==> src/rtl/jtag_pkg.sv <==
// rtl/jtag_pkg.sv - shared opcodes, capture pattern and DR-select enum for the TAP data path
package jtag_pkg;

  // Instruction register width used when a block does not override it
  localparam int IR_WIDTH_DEFAULT = 4;

  // Opcodes at the default width; narrower or wider IRs zero-extend these,
  // except BYPASS which is all ones at any width (and is also the decode fallback)
  localparam logic [IR_WIDTH_DEFAULT-1:0] OP_EXTEST = '0;
  localparam logic [IR_WIDTH_DEFAULT-1:0] OP_SAMPLE = 4'b0010;
  localparam logic [IR_WIDTH_DEFAULT-1:0] OP_IDCODE = 4'b0001;
  localparam logic [IR_WIDTH_DEFAULT-1:0] OP_BYPASS = '1;

  // Value loaded into the IR shift stage on Capture-IR: LSBs 01, upper bits 0
  localparam logic [IR_WIDTH_DEFAULT-1:0] IR_CAPTURE_PATTERN = 4'b0001;

  // Which data register the active instruction connects between TDI and TDO
  typedef enum logic [1:0] {
    DR_BYPASS = 2'd0,
    DR_IDCODE = 2'd1,
    DR_BSR    = 2'd2
  } dr_sel_e;

endpackage

==> src/rtl/jtag_instruction_register.sv <==
// rtl/jtag_instruction_register.sv - IR shift/update stages and instruction decoder
module jtag_instruction_register
  import jtag_pkg::*;
#(
  parameter int IR_WIDTH = IR_WIDTH_DEFAULT
) (
  input  logic                TCK,
  input  logic                Reset,
  input  logic                TDI,
  input  logic                ShiftIR,
  input  logic                ClockIR,
  input  logic                UpdateIR,
  output logic [IR_WIDTH-1:0] Instruction,
  output logic                ExtestMode,
  output dr_sel_e             DrSel,
  output logic                IrTdo
);

  // Opcodes resized to this IR width
  localparam logic [IR_WIDTH-1:0] L_EXTEST  = IR_WIDTH'(OP_EXTEST);
  localparam logic [IR_WIDTH-1:0] L_SAMPLE  = IR_WIDTH'(OP_SAMPLE);
  localparam logic [IR_WIDTH-1:0] L_IDCODE  = IR_WIDTH'(OP_IDCODE);
  localparam logic [IR_WIDTH-1:0] L_CAPTURE = IR_WIDTH'(IR_CAPTURE_PATTERN);

  logic [IR_WIDTH-1:0] r_ir_sr;
  logic [IR_WIDTH-1:0] r_instruction;
  dr_sel_e             w_dr_sel;

  // Shift stage: capture fixed pattern or shift right with TDI into the MSB.
  // An UpdateIR on the same edge suppresses capture/shift so the update
  // stage copies a stable value.
  always_ff @(posedge TCK) begin
    if (Reset) begin
      r_ir_sr <= L_CAPTURE;
    end else if (UpdateIR) begin
      r_ir_sr <= r_ir_sr;
    end else if (ClockIR) begin
      if (ShiftIR) begin
        r_ir_sr <= {TDI, r_ir_sr[IR_WIDTH-1:1]};
      end else begin
        r_ir_sr <= L_CAPTURE;
      end
    end
  end

  // Update stage: the active instruction changes only on UpdateIR
  always_ff @(posedge TCK) begin
    if (Reset) begin
      r_instruction <= L_IDCODE;
    end else if (UpdateIR) begin
      r_instruction <= r_ir_sr;
    end
  end

  // Decoder: unused codes fall back to BYPASS
  always_comb begin
    w_dr_sel = DR_BYPASS;
    if (r_instruction == L_EXTEST || r_instruction == L_SAMPLE) begin
      w_dr_sel = DR_BSR;
    end else if (r_instruction == L_IDCODE) begin
      w_dr_sel = DR_IDCODE;
    end
  end

  assign Instruction = r_instruction;
  assign ExtestMode  = (r_instruction == L_EXTEST);
  assign DrSel       = w_dr_sel;
  assign IrTdo       = r_ir_sr[0];

endmodule

==> src/rtl/jtag_tap_datapath.sv <==
// rtl/jtag_tap_datapath.sv - TAP data path: IR, BYPASS, IDCODE, BSR strobes and TDO mux
module jtag_tap_datapath
  import jtag_pkg::*;
#(
  parameter int          IR_WIDTH     = IR_WIDTH_DEFAULT,
  parameter logic [31:0] IDCODE_VALUE = 32'h1000_0001
) (
  input  logic                TCK,
  input  logic                Reset,
  input  logic                TDI,
  input  logic                ShiftIR,
  input  logic                ClockIR,
  input  logic                UpdateIR,
  input  logic                ShiftDR,
  input  logic                ClockDR,
  input  logic                UpdateDR,
  input  logic                Select,
  input  logic                Enable,
  input  logic                BsrTdo,
  output logic                BsrCapture,
  output logic                BsrShift,
  output logic                BsrUpdate,
  output logic                ExtestMode,
  output logic [IR_WIDTH-1:0] Instruction,
  output logic                TDO,
  output logic                TdoOe
);

  dr_sel_e     w_dr_sel;
  logic        w_ir_tdo;
  logic        w_bsr_sel;
  logic        r_bypass;
  logic [31:0] r_idcode_sr;
  logic        w_tdo;

  jtag_instruction_register #(
    .IR_WIDTH (IR_WIDTH)
  ) u_ir (
    .TCK         (TCK),
    .Reset       (Reset),
    .TDI         (TDI),
    .ShiftIR     (ShiftIR),
    .ClockIR     (ClockIR),
    .UpdateIR    (UpdateIR),
    .Instruction (Instruction),
    .ExtestMode  (ExtestMode),
    .DrSel       (w_dr_sel),
    .IrTdo       (w_ir_tdo)
  );

  // BYPASS register: captures 0, shifts TDI, ignores UpdateDR
  always_ff @(posedge TCK) begin
    if (Reset) begin
      r_bypass <= 1'b0;
    end else if (ClockDR && w_dr_sel == DR_BYPASS) begin
      r_bypass <= ShiftDR ? TDI : 1'b0;
    end
  end

  // IDCODE register: captures the device ID, shifts right with TDI into bit 31
  always_ff @(posedge TCK) begin
    if (Reset) begin
      r_idcode_sr <= IDCODE_VALUE;
    end else if (ClockDR && w_dr_sel == DR_IDCODE) begin
      if (ShiftDR) begin
        r_idcode_sr <= {TDI, r_idcode_sr[31:1]};
      end else begin
        r_idcode_sr <= IDCODE_VALUE;
      end
    end
  end

  // Boundary-scan strobes pass through only while EXTEST/SAMPLE is active
  assign w_bsr_sel  = (w_dr_sel == DR_BSR);
  assign BsrCapture = w_bsr_sel & ClockDR & ~ShiftDR;
  assign BsrShift   = w_bsr_sel & ClockDR & ShiftDR;
  assign BsrUpdate  = w_bsr_sel & UpdateDR;

  // TDO mux: IR path when Select is high, otherwise the decoded data register
  always_comb begin
    w_tdo = r_bypass;
    if (Select) begin
      w_tdo = w_ir_tdo;
    end else begin
      case (w_dr_sel)
        DR_IDCODE: w_tdo = r_idcode_sr[0];
        DR_BSR:    w_tdo = BsrTdo;
        default:   w_tdo = r_bypass;
      endcase
    end
  end

  assign TDO   = w_tdo;
  assign TdoOe = Enable;

endmodule

==> config.mk <==
export PLATFORM = sky130hd
export DESIGN_NAME = jtag_tap_datapath
export DESIGN_NICKNAME = d
export VERILOG_FILES = /design/src/rtl/jtag_pkg.sv /design/src/rtl/jtag_instruction_register.sv /design/src/rtl/jtag_tap_datapath.sv
export SDC_FILE = /design/constraint.sdc
export NUM_CORES = 1
export LEC_CHECK = 0
export BUFFER_PORTS_ARGS = -buffer_cell sky130_fd_sc_hd__buf_2
export CAP_MARGIN = 20
export CORE_ASPECT_RATIO = 0.6
export CORE_UTILIZATION = 61
export DETAILED_ROUTE_END_ITERATION = 16
export PLACE_DENSITY = 0.88
export RECOVER_POWER = 100
export SKIP_LAST_GASP = 1
export SYNTH_ARGS = -nofsm -noshare
export SYNTH_HDL_FRONTEND = slang
export SYNTH_SLANG_ARGS = --single-unit
==> constraint.sdc <==
create_clock -name TCK -period 2.1 [get_ports TCK]
set_input_delay 0.42 -clock TCK [delete_from_list [all_inputs] [get_ports TCK]]
set_output_delay 0.42 -clock TCK [all_outputs]
set_load 0.01 [all_outputs]
==> flow_summary.toml, run 1 <==
[drt]
drt_pass1_iterations = 4
route.detailed.drc = 0
wl_per_cell_um = 15.1
vias = 1548
drt_iter0_drc = 169
drt-vias-per-instance = 6.24
drtAntennaViolNets = 0
finalWirelength_um = 3730

[placement]
finalWeightedCongestion = 0.780
portBuffers = 19
dpl.hpwl_um = 2210
post-place-ws_ns = 0.434

[clock_tree]
ctsHoldBuffers = 0
cts_setup_buffers = 0
cts_max_level = 2
cts_resized = 0
clock_latency_ns = 0.29
cts_buffers = 5
clockRootBuffer = "clkbuf_8"
cts_tree = "built"
clkTransAtPathRegs_ns = 0.07
cts.sinks = 41
cts_buffer_depth = 2

[sta]
fin_worst_skew_ns = 0.00172
fin_ws_ns = 0.138
slew-limit-headroom_pct = -15.8
worst_pin_slew_ns = 1.74
period_needed_ns = 1.96
fin_tns_setup_ns = 0
max_freq_ghz = 0.510
finalHoldViolCount = 0
finalCritPeriodShare_pct = 93.4
rsz0062_at_grt = "false"
slew_violations = 44
finalSetupViolCount = 0

[synth]
synthDistinctLibCells = 31
ys_seq_area_share_pct = 45.1
synthesis.nets = 214
syn_avg_cell_area_um2 = 9.01
yosysTopAreaCell = "dfxtp_1"
ys_warn_count = 0
yosys-top-cells-area = "dfxtp_1, nand4_1, a21oi_1"
synth_seq_cells = 41
synth_top_area_share_pct = 45.1
synthCells = 202
synth_area_um2 = 1820

[setup_path]
timing.rr.start = "u_ir.Instruction[0]$_SDFFE_PP1P_"
critPathKind = "register to output port"
cp-start-kind = "register"
crit_path_end_kind = "output port"
crit_arrival_ns = 1.54
r2r-end = "r_idcode_sr[3]$_SDFFE_PP0P_"
rr_worst_depth = 3
reg2reg_slack_ns = 0.41
crit_fanout = 7
cp.required_ns = 1.68

[floorplan]
pin_count = 22
design.die.area_um2 = 3210
core_um2 = 2660
dieHeight_um = 44.3
die_w_um = 72.5
start_util_pct = 68.3
rows = 14

[global_route]
grt-ovfl-total = 0
grt_pass1_wl_um = 6560
grt_pass1_vias = 1374
grtUsageTotal_pct = 27.0
grt_start_max_net_pins = 44
antenna_found_initial = 0

[cells_and_area]
nets = 219
layout_commonest_cell = "dfxtp_1"
drive_gt1_share_pct = 11.5
diodes = 0
area_growth_pct = 4.54
post-route-util_pct = 71.4
final_cell_mix = "dfxtp_1, a21oi_1, nand4_1"

[hold_path]
hold_end = "u_ir.r_ir_sr[3]$_SDFFE_PP0P_"
min-delay-start = "TDI"
whs_path_depth = 3
min_path_type = "input port to register"

[power]
power_density_nw_per_um2 = 820
p_total_mw = 1.56
ir_worst_vdd_mv = 0.445
leakagePower_nw = 0.655

[job]
cap_violations = 1

[outcome]
violations = "capacitance limit, slew limit"
outcome = "finished, violations left"
==> worst max-delay path by stage <==
stage / start / endpoint / slack, ns / cells after the start
6_report: u_ir.Instruction[1]$_SDFFE_PP0P_ / TDO / 0.14 / 4
4_1_cts: u_ir.Instruction[1]$_SDFFE_PP0P_ / TDO / 0.14 / 4
5_1_grt: u_ir.Instruction[0]$_SDFFE_PP1P_ / TDO / 0.02 / 4
3_3_place_gp: ClockDR / r_idcode_sr[31]$_SDFFE_PP0P_ / 0.49 / 4
2_1_floorplan: u_ir.Instruction[1]$_SDFFE_PP0P_ / TDO / 0.59 / 3
3_5_place_dp: ClockDR / r_idcode_sr[12]$_SDFFE_PP0P_ / 0.43 / 4
==> power breakdown <==
part	internal (mW)	switching, mW
Sequential	0.785	0.00782
Combinational	0.0350	0.0855
Clock	0.387	0.259
Total	1.21	0.352
==> stage by stage <==
stage	std cells	instance area, um^2	hold slack [ns]
after floorplan	202	1820	0.445
after global placement	240	1800	0.455
after detailed placement	240	1800	0.462
after CTS	248	1910	0.413
after global routing	248	1900	0.434
final	248	1900	0.421
==> final cells by class <==
type	count	area (um^2)
Inverter	1	3.75
Tap cell	40	50.0
Timing Repair Buffer	22	108
Sequential cell	41	821
Clock buffer	7	86.3
Multi-Input combinational cell	136	803
Clock inverter	1	30.0
Fill cell	208	761
==> cell usage after synthesis <==
| cell | number |
|---|---|
| nand2b_1 | 2 |
| dfxtp_1 | 41 |
| buf_6 | 13 |
| nand3b_1 | 1 |
| buf_4 | 1 |
| a211oi_1 | 2 |
| mux2i_1 | 3 |
| o21bai_1 | 1 |
| and2_1 | 1 |
| o21ba_1 | 1 |
| a211o_2 | 1 |
| nor3b_1 | 3 |
| nor2_1 | 5 |
| clkbuf_1 | 7 |
| inv_1 | 1 |
| nor4_1 | 1 |
| and3_1 | 1 |
| a31oi_1 | 2 |
| or4b_4 | 1 |
| buf_1 | 3 |
| nor2b_1 | 3 |
| nand4_1 | 30 |
| nand2_1 | 4 |
| and4_1 | 1 |
| a21oi_1 | 35 |
| nor3_1 | 1 |
| o21ai_1 | 30 |
| a21boi_0 | 1 |
| nor4b_4 | 1 |
| nand3_1 | 3 |
| a211o_1 | 2 |
==> metal layers <==
layer	GRT usage, %	share of wire [%]
met4	7.45	0.80
met1	35.7	46
met5	0	0
met3	9.57	5.8
met2	42.6	47
==> critical path, cell delays in order (launching register included) <==
cell and delay, ns:
dfxtp_1 0.41, nand3b_1 0.21, a211o_2 0.34, a21oi_1 0.14, buf_2 0.15
==> kinds of logic (layout without fill, tap and decap cells) <==
group / Yosys count / in the layout / synth area share [%]
DFF: 41 / 41 / 45.1
AOI/OAI and AO/OA: 75 / 75 / 22.3
buffers and inverters: 25 / 31 / 10.7
muxes: 3 / 3 / 1.65
and+or+nand+nor: 58 / 58 / 20.2
==> state kept, by name (all words and copies together) (netlist names) <==
register	cells
u_ir.r_ir_sr	4
r_bypass	1
u_ir.Instruction	4
r_idcode_sr	32
(Power assumes the default switching activity.)
==> inputs of run 2 (changes only) <==
--- a/config.mk
+++ b/config.mk
@@ -8,9 +8,9 @@
 export BUFFER_PORTS_ARGS = -buffer_cell sky130_fd_sc_hd__buf_2
 export CAP_MARGIN = 20
 export CORE_ASPECT_RATIO = 0.6
-export CORE_UTILIZATION = 61
+export CORE_UTILIZATION = 40
 export DETAILED_ROUTE_END_ITERATION = 16
-export PLACE_DENSITY = 0.88
+export PLACE_DENSITY = 0.63
 export RECOVER_POWER = 100
 export SKIP_LAST_GASP = 1
 export SYNTH_ARGS = -nofsm -noshare
==> flow_summary.toml, run 2 (same netlist as run 1, synthesis figures left out) <==
[global_route]
grt_pass1_vias = 1283
grtUsageTotal_pct = 18.3
grt_start_max_net_pins = 35
grt_pass1_wl_um = 6390
antenna_found_initial = 0
grt-ovfl-total = 0

[setup_path]
crit_arrival_ns = 1.53
startpoint = "u_ir.Instruction[1]$_SDFFE_PP0P_"
crit_fanout = 7
timing.rr.start = "u_ir.Instruction[3]$_SDFFE_PP0P_"
crit_path_end_kind = "output port"
critPathKind = "register to output port"
cp-start-kind = "register"
cp.required_ns = 1.68

[clock_tree]
cts_max_level = 2
cts_buffer_depth = 2
cts_resized = 0
clock_latency_ns = 0.30
clockRootBuffer = "clkbuf_8"
ctsHoldBuffers = 0
cts_tree = "built"
cts_setup_buffers = 0
clkTransAtPathRegs_ns = 0.08
cts_buffers = 5
cts.sinks = 41

[hold_path]
min-delay-start = "TDI"
min_path_type = "input port to register"

[sta]
fin_tns_setup_ns = 0
rsz0062_at_grt = "false"
finalCritPeriodShare_pct = 92.8
finalSetupViolCount = 0
period_needed_ns = 1.95
fin_worst_skew_ns = 0.00667
max_freq_ghz = 0.513
worst_pin_slew_ns = 1.44
slew_violations = 0
finalHoldViolCount = 0
slew-limit-headroom_pct = 3.95

[floorplan]
core_um2 = 4230
design.die.area_um2 = 4830
pin_count = 22
rows = 18
start_util_pct = 43.0
die_w_um = 89.1
dieHeight_um = 54.2

[cells_and_area]
final_cell_mix = "dfxtp_1, a21oi_1, nand4_1"
area_growth_pct = 5.57
top_register = "r_idcode_sr"
nets = 223
largest_reg_flops = 32
drive_gt1_share_pct = 11.4
stdcell_count = 271
nFillCells = 444
diodes = 0
layout_commonest_cell = "dfxtp_1"

[drt]
drt_pass1_iterations = 4
drt_iter0_drc = 65
drt-vias-per-instance = 5.71
route.detailed.drc = 0
finalWirelength_um = 3910
wl_per_cell_um = 14.4
drtAntennaViolNets = 0
vias = 1548

[placement]
dpl.cell_count = 264
finalWeightedCongestion = 0.711
dpl.hpwl_um = 2470
portBuffers = 19

[power]
ir_worst_vdd_mv = 0.407
power_density_nw_per_um2 = 749
p_total_mw = 1.44
leakagePower_nw = 0.652

[job]
cap_violations = 0

[outcome]
outcome = "finished, final reports clean"
-- run 2: cell count changes in the layout (fill, tap and decap cells not counted) --
cell	previous run	this run
and2_1	0	1
bufinv_16	1	0
and2_0	1	0
o21ai_1	23	11
clkbuf_1	9	12
buf_2	11	9
o21ai_0	7	19
buf_4	3	6
-- run 2: layout make-up --
type,instances,area [um^2],share of cell area (%)
well taps,60,75.1,3.91
multi-input cells,136,803,41.8
clock buffers,7,86.3,4.50
flip-flops and latches,41,821,42.7
inverters,1,3.75,0.195
repair buffers,26,131,6.84
-- run 2: critical path, cell delays in order, from the launching register on --
cell      delay (ns)
dfxtp_1         0.40
nand3b_1        0.19
a211o_2         0.33
a21oi_1         0.15
clkbuf_1        0.17
-- run 2: worst paths after layout --
| check | end | slack, ns | cells past startpoint |
|---|---|---|---|
| max reg2reg | r_idcode_sr[3]$_SDFFE_PP0P_ | 0.43 | 3 |
| max | TDO | 0.15 | 4 |
| min | u_ir.r_ir_sr[3]$_SDFFE_PP0P_ | 0.41 | 3 |
| min reg2reg | r_idcode_sr[20]$_SDFFE_PP0P_ | 0.47 | 2 |
-- run 2: per-layer routing --
| layer | GRT usage [%] | vias to the layer above | wire [um] |
|---|---|---|---|
| li1 | - | 770 | - |
| met1 | 27.0 | 717 | 2120 |
| met4 | 10.3 | 0 | 81 |
| met5 | 0 | - | 0 |
| met3 | 4.98 | 7 | 233 |
| met2 | 23.5 | 54 | 1470 |
-- run 2: per-stage QoR --
stage                     instance area, um^2  hold slack, ns  utilization, %  setup slack, ns
after floorplan                          1820           0.445               -            0.586
after global placement                   1860           0.460            44.0            0.523
after CTS                                1950           0.403            46.0            0.175
after detailed placement                 1860           0.462            44.0            0.514
after global routing                     1920           0.436            45.4           0.0476
final                                    1920           0.411            45.4            0.151
-- run 2: power breakdown --
group | internal [mW] | leakage (nW) | switching [mW] | total [mW]
sequential | 0.785 | 0.331 | 0.00691 | 0.792
combinational | 0.0384 | 0.276 | 0.0889 | 0.127
clock | 0.261 | 0.0443 | 0.258 | 0.519
total | 1.08 | 0.652 | 0.354 | 1.44
